`config.mk`:
```
export PLATFORM = sky130hd
export DESIGN_NAME = ascii_hex_parser
export DESIGN_NICKNAME = d
export VERILOG_FILES = /design/src/rtl/ascii_hex_pkg.sv /design/src/rtl/hex_char_decode.sv /design/src/rtl/ascii_hex_parser.sv
export SDC_FILE = /design/constraint.sdc
export NUM_CORES = 1
export LEC_CHECK = 0
export BUFFER_PORTS_ARGS = -buffer_cell sky130_fd_sc_hd__buf_4
export CAP_MARGIN = 15
export CELL_PAD_IN_SITES_DETAIL_PLACEMENT = 0
export CELL_PAD_IN_SITES_GLOBAL_PLACEMENT = 2
export CORE_ASPECT_RATIO = 2
export CORE_MARGIN = 10
export CORE_UTILIZATION = 38
export DETAILED_ROUTE_END_ITERATION = 12
export MAX_ROUTING_LAYER = met4
export PLACE_DENSITY = 0.87
export SLEW_MARGIN = 20
export SYNTH_ARGS = -nofsm -noshare
export SYNTH_HDL_FRONTEND = slang
export SYNTH_HIERARCHICAL = 1
export SYNTH_SLANG_ARGS = --single-unit
```
`constraint.sdc`:
```
create_clock -name i_clk -period 2.7 [get_ports i_clk]
set_clock_uncertainty 0.1 [all_clocks]
set_input_delay 0 -clock i_clk [delete_from_list [all_inputs] [get_ports i_clk]]
set_output_delay 0 -clock i_clk [all_outputs]
set_load 0.02 [all_outputs]
```
`src/rtl/ascii_hex_pkg.sv`:
```
// Shared character constants and parser state type for the ASCII hex parser.
// Also intended for reuse by a future binary-to-ASCII transmit path.
package ascii_hex_pkg;

  localparam logic [7:0] CH_CR    = 8'h0D;
  localparam logic [7:0] CH_LF    = 8'h0A;
  localparam logic [7:0] CH_SP    = 8'h20;
  localparam logic [7:0] CH_COMMA = 8'h2C;
  localparam logic [7:0] CH_0     = 8'h30;
  localparam logic [7:0] CH_9     = 8'h39;
  localparam logic [7:0] CH_A_UC  = 8'h41;
  localparam logic [7:0] CH_F_UC  = 8'h46;
  localparam logic [7:0] CH_A_LC  = 8'h61;
  localparam logic [7:0] CH_F_LC  = 8'h66;

  typedef enum logic {
    ACCUM = 1'b0,
    HOLD  = 1'b1
  } parse_state_t;

endpackage

```
`src/rtl/hex_char_decode.sv`:
```
// Combinational classifier for one ASCII character: hex digit (with its
// nibble value), word terminator, or neither.
module hex_char_decode
  import ascii_hex_pkg::*;
(
  input  logic [7:0] i_char,
  output logic       o_is_hex,
  output logic       o_is_term,
  output logic [3:0] o_nibble
);

  always_comb begin
    o_is_hex  = 1'b0;
    o_is_term = 1'b0;
    o_nibble  = 4'h0;
    if (i_char >= CH_0 && i_char <= CH_9) begin
      o_is_hex = 1'b1;
      o_nibble = i_char[3:0];
    end else if ((i_char >= CH_A_UC && i_char <= CH_F_UC) ||
                 (i_char >= CH_A_LC && i_char <= CH_F_LC)) begin
      // 'A'/'a' have low nibble 1, so adding 9 yields 10..15
      o_is_hex = 1'b1;
      o_nibble = i_char[3:0] + 4'd9;
    end else if (i_char == CH_CR || i_char == CH_LF ||
                 i_char == CH_SP || i_char == CH_COMMA) begin
      o_is_term = 1'b1;
    end
  end

endmodule

```
`src/rtl/ascii_hex_parser.sv`:
```
// Accumulates ASCII hex digits MSB-first into a word and hands it downstream
// over valid/ready; the character source is back-pressured while a word waits.
module ascii_hex_parser
  import ascii_hex_pkg::*;
#(
  parameter int NIBBLES = 8,
  parameter int CNT_W   = $clog2(NIBBLES + 1)
) (
  input  logic                   i_clk,
  input  logic                   i_rst,
  input  logic                   i_char_valid,
  input  logic [7:0]             i_char,
  output logic                   o_char_ready,
  output logic                   o_word_valid,
  output logic [4*NIBBLES-1:0]   o_word,
  output logic [CNT_W-1:0]       o_word_digits,
  input  logic                   i_word_ready,
  output logic                   o_err
);

  localparam int W = 4 * NIBBLES;

  parse_state_t     state_q, state_d;
  logic [W-1:0]     acc_q, acc_d;
  logic [CNT_W-1:0] cnt_q, cnt_d;
  logic [W-1:0]     word_q, word_d;
  logic [CNT_W-1:0] digits_q, digits_d;
  logic             err_q, err_d;

  logic             is_hex;
  logic             is_term;
  logic [3:0]       nibble;
  logic [W-1:0]     acc_new;
  logic [CNT_W-1:0] cnt_new;

  hex_char_decode u_decode (
    .i_char    (i_char),
    .o_is_hex  (is_hex),
    .o_is_term (is_term),
    .o_nibble  (nibble)
  );

  assign acc_new = (acc_q << 4) | W'(nibble);
  assign cnt_new = cnt_q + 1'b1;

  always_comb begin
    state_d  = state_q;
    acc_d    = acc_q;
    cnt_d    = cnt_q;
    word_d   = word_q;
    digits_d = digits_q;
    err_d    = 1'b0;
    case (state_q)
      ACCUM: begin
        if (i_char_valid) begin
          if (is_hex) begin
            if (cnt_new == CNT_W'(NIBBLES)) begin
              word_d   = acc_new;
              digits_d = CNT_W'(NIBBLES);
              acc_d    = '0;
              cnt_d    = '0;
              state_d  = HOLD;
            end else begin
              acc_d = acc_new;
              cnt_d = cnt_new;
            end
          end else if (is_term) begin
            // A terminator with no pending digits is swallowed
            if (cnt_q != '0) begin
              word_d   = acc_q;
              digits_d = cnt_q;
              acc_d    = '0;
              cnt_d    = '0;
              state_d  = HOLD;
            end
          end else begin
            err_d = 1'b1;
            acc_d = '0;
            cnt_d = '0;
          end
        end
      end
      HOLD: begin
        if (i_word_ready) begin
          state_d = ACCUM;
        end
      end
      default: state_d = ACCUM;
    endcase
  end

  always_ff @(posedge i_clk or posedge i_rst) begin
    if (i_rst) begin
      state_q  <= ACCUM;
      acc_q    <= '0;
      cnt_q    <= '0;
      word_q   <= '0;
      digits_q <= '0;
      err_q    <= 1'b0;
    end else begin
      state_q  <= state_d;
      acc_q    <= acc_d;
      cnt_q    <= cnt_d;
      word_q   <= word_d;
      digits_q <= digits_d;
      err_q    <= err_d;
    end
  end

  assign o_char_ready  = (state_q == ACCUM);
  assign o_word_valid  = (state_q == HOLD);
  assign o_word        = word_q;
  assign o_word_digits = digits_q;
  assign o_err         = err_q;

endmodule
```
==> flow_summary.json <==
{
  "synthTopCellsByArea": "dfrtp_1 (49%), mux2_4 (10%), mux2_2 (10%)",
  "ys_warn_count": 6,
  "total_power_mw": 2.534,
  "ios": 51,
  "peakVddDrop_mv": 0.3312,
  "synth-edff-count": 0,
  "outcome": "completed",
  "drive_above_1_share_pct": 37.03,
  "placed_cell_area_um2": 4362,
  "clock_sinks": 74,
  "final_common_cell": "dfrtp_1",
  "rsz0062_at_grt": "false",
  "final.fill_count": 888,
  "seq_area_frac_synth_pct": 48.91,
  "hold_viol": 0,
  "layout.cells.non_filler": 529,
  "grt_pass1_wl_mm": 14.48,
  "grt_usage_pct": 12.47,
  "cts_hold_buf": 3,
  "critPathCaptureType": "register",
  "path_clk_slew_ns": 0.06,
  "final_max_slew_viol_count": 0,
  "cts_tree": "built",
  "post-route-util_pct": 48.31,
  "area_delta_synth_final_pct": 24.59,
  "htreeDepth": 3,
  "cts_resized": 0,
  "cts_inserted_buffers": 9,
  "final_cell_mix": "dfrtp_1 (74), buf_4 (58), nand2_1 (43)",
  "die_area_um2": 14600,
  "leakage_nw": 2.212,
  "die_y_um": 161.2,
  "die_x_um": 90.58,
  "p_per_area_nw_per_um2": 537.2,
  "routed_wl_mm": 8.561,
  "relSlewSlack_pct": 52.56,
  "port_buffers": 50,
  "place_inst": 510,
  "initial_core_util_pct": 38.78,
  "grt_max_degree": 43,
  "tns_ns": 0,
  "num_antenna_cells": 0,
  "crit_fanout": 18,
  "crit_chain": "ha_1 -> nor3b_1 -> and3_1 -> o31a_2 -> buf_12 -> mux2_2",
  "cp-start-kind": "register",
  "dr_total_vias": 2629,
  "clk_latency_ns": 0.34,
  "worst_path_dominant_cell_family": "simple AND/OR/NAND/NOR gates",
  "holdWs_ns": 0.04579,
  "synth-seq-cells": 74,
  "layout_min_cycle_time_ns": 2.422,
  "dpl_worst_slack_ns": 0.07424,
  "wire_per_inst_um": 16.18,
  "num_rows": 51,
  "syn_avg_cell_area_um2": 11.17,
  "min_path_type": "input pin to register",
  "slowest_delay_ns": 0.50,
  "cts_buffer_depth": 2,
  "ant_nets": 0,
  "synthCells": 339,
  "coreArea_um2": 9763,
  "cts_root_buf": "clkbuf_16",
  "drt_iter0_drc": 168,
  "layout.nets": 411,
  "grt_overflow": 0,
  "design_area_um2": 4717,
  "clock.fmax_mhz": 412.8,
  "synth-async-reset-ratio_pct": 100.0,
  "yosysTopAreaCell": "dfrtp_1",
  "drv_cap": 0,
  "grt_pass1_vias": 2827,
  "path_buf_inv": 1,
  "worst_pin_slew_ns": 0.7106,
  "required_ns": 2.82,
  "drtPass1Iterations": 4,
  "critical_path_class": "register to register",
  "ys_types": 43,
  "grt_antenna_before_repair": 0,
  "critPathSlowestCell": "dfrtp_1",
  "syn-num-nets": 358,
  "setup_viol": 0,
  "avgViaCountPerCell": 4.970,
  "gp_congestion": 0.7738,
  "hpwl_mm": 6.073,
  "finalCritPeriodShare_pct": 89.72,
  "critPathArrivalTime_ns": 2.54,
  "worst_slack_ns": 0.2777,
  "ys.flop_type": "dfrtp_1",
  "yosys.area.top_type_share_pct": 48.91,
  "cts.repair_timing.setup_buffer_count": 0,
  "synthesis.area_um2": 3786,
  "drc": 0
}
-- layout make-up --
class / count / area [um^2] / share of cell area [%]
sequential: 74 / 1852 / 39.26
multi-input combinational: 226 / 1769 / 37.51
timing repair buffer: 65 / 545.5 / 11.56
clock buffer: 13 / 280.3 / 5.942
tap: 132 / 165.2 / 3.501
inverter: 16 / 60.06 / 1.273
clock inverter: 3 / 45.04 / 0.9549
-- tightest hold or removal path: cells and delay by family --
family / cells / cell delay, ns
compound gates: 2 / 0.23
buf+inv: 1 / 0.14
simple gates: 1 / 0.08
-- report_power, final --
group | switching (mW) | internal (mW)
Sequential | 0.00571 | 1.12
Combinational | 0.0931 | 0.0532
Clock | 0.450 | 0.816
-- state kept, by name, summed over array words and instances, names as in the netlist --
name           cells
o_word_valid       1
o_word            32
cnt_q              4
o_word_digits      4
o_err              1
acc_q             32
-- layer usage --
metal	vias up	track usage [%]	part of all wire (%)
met5	-	-	0
met4	0	5.677	2.0
li1	1297	-	-
met2	43	21.32	54
met1	1278	13.39	42
met3	11	2.832	2.6
-- kinds of logic after synthesis --
kind of cell	count (synthesis)	synth area share, %
and+or+nand+nor	93	11.80
DFF	74	48.91
muxes	63	21.28
AOI/OAI and AO/OA	62	10.64
buffers and inverters	39	4.825
adders and majority gates	7	2.313
xor gates and xnor gates	1	0.2314
-- worst paths after layout --
kind | start | to | slack (ns) | cells after the start
setup reg to reg | cnt_q[0] | o_word[26] | 0.28 | 6
hold / removal | i_char[3] | acc_q[3] | 0.05 | 4
hold reg to reg | acc_q[29] | acc_q[29] | 0.38 | 2
max in group asynchronous | i_rst | acc_q[28] | 1.57 | 4
setup / recovery | cnt_q[0] | o_word[26] | 0.28 | 6
min in group asynchronous | i_rst | o_word[12] | 0.25 | 3
-- Yosys cell counts, types with 3 or more instances --
| cell | n |
|---|---|
| dfrtp_1 | 74 |
| nand2_1 | 43 |
| mux2_2 | 34 |
| o21ai_0 | 34 |
| nand3_1 | 29 |
| mux2_4 | 26 |
| inv_1 | 16 |
| clkbuf_1 | 13 |
| o31ai_1 | 10 |
| ha_1 | 7 |
| buf_2 | 5 |
| buf_6 | 4 |
| nor3_1 | 3 |
Note: power is estimated with default switching activity, not from simulation.
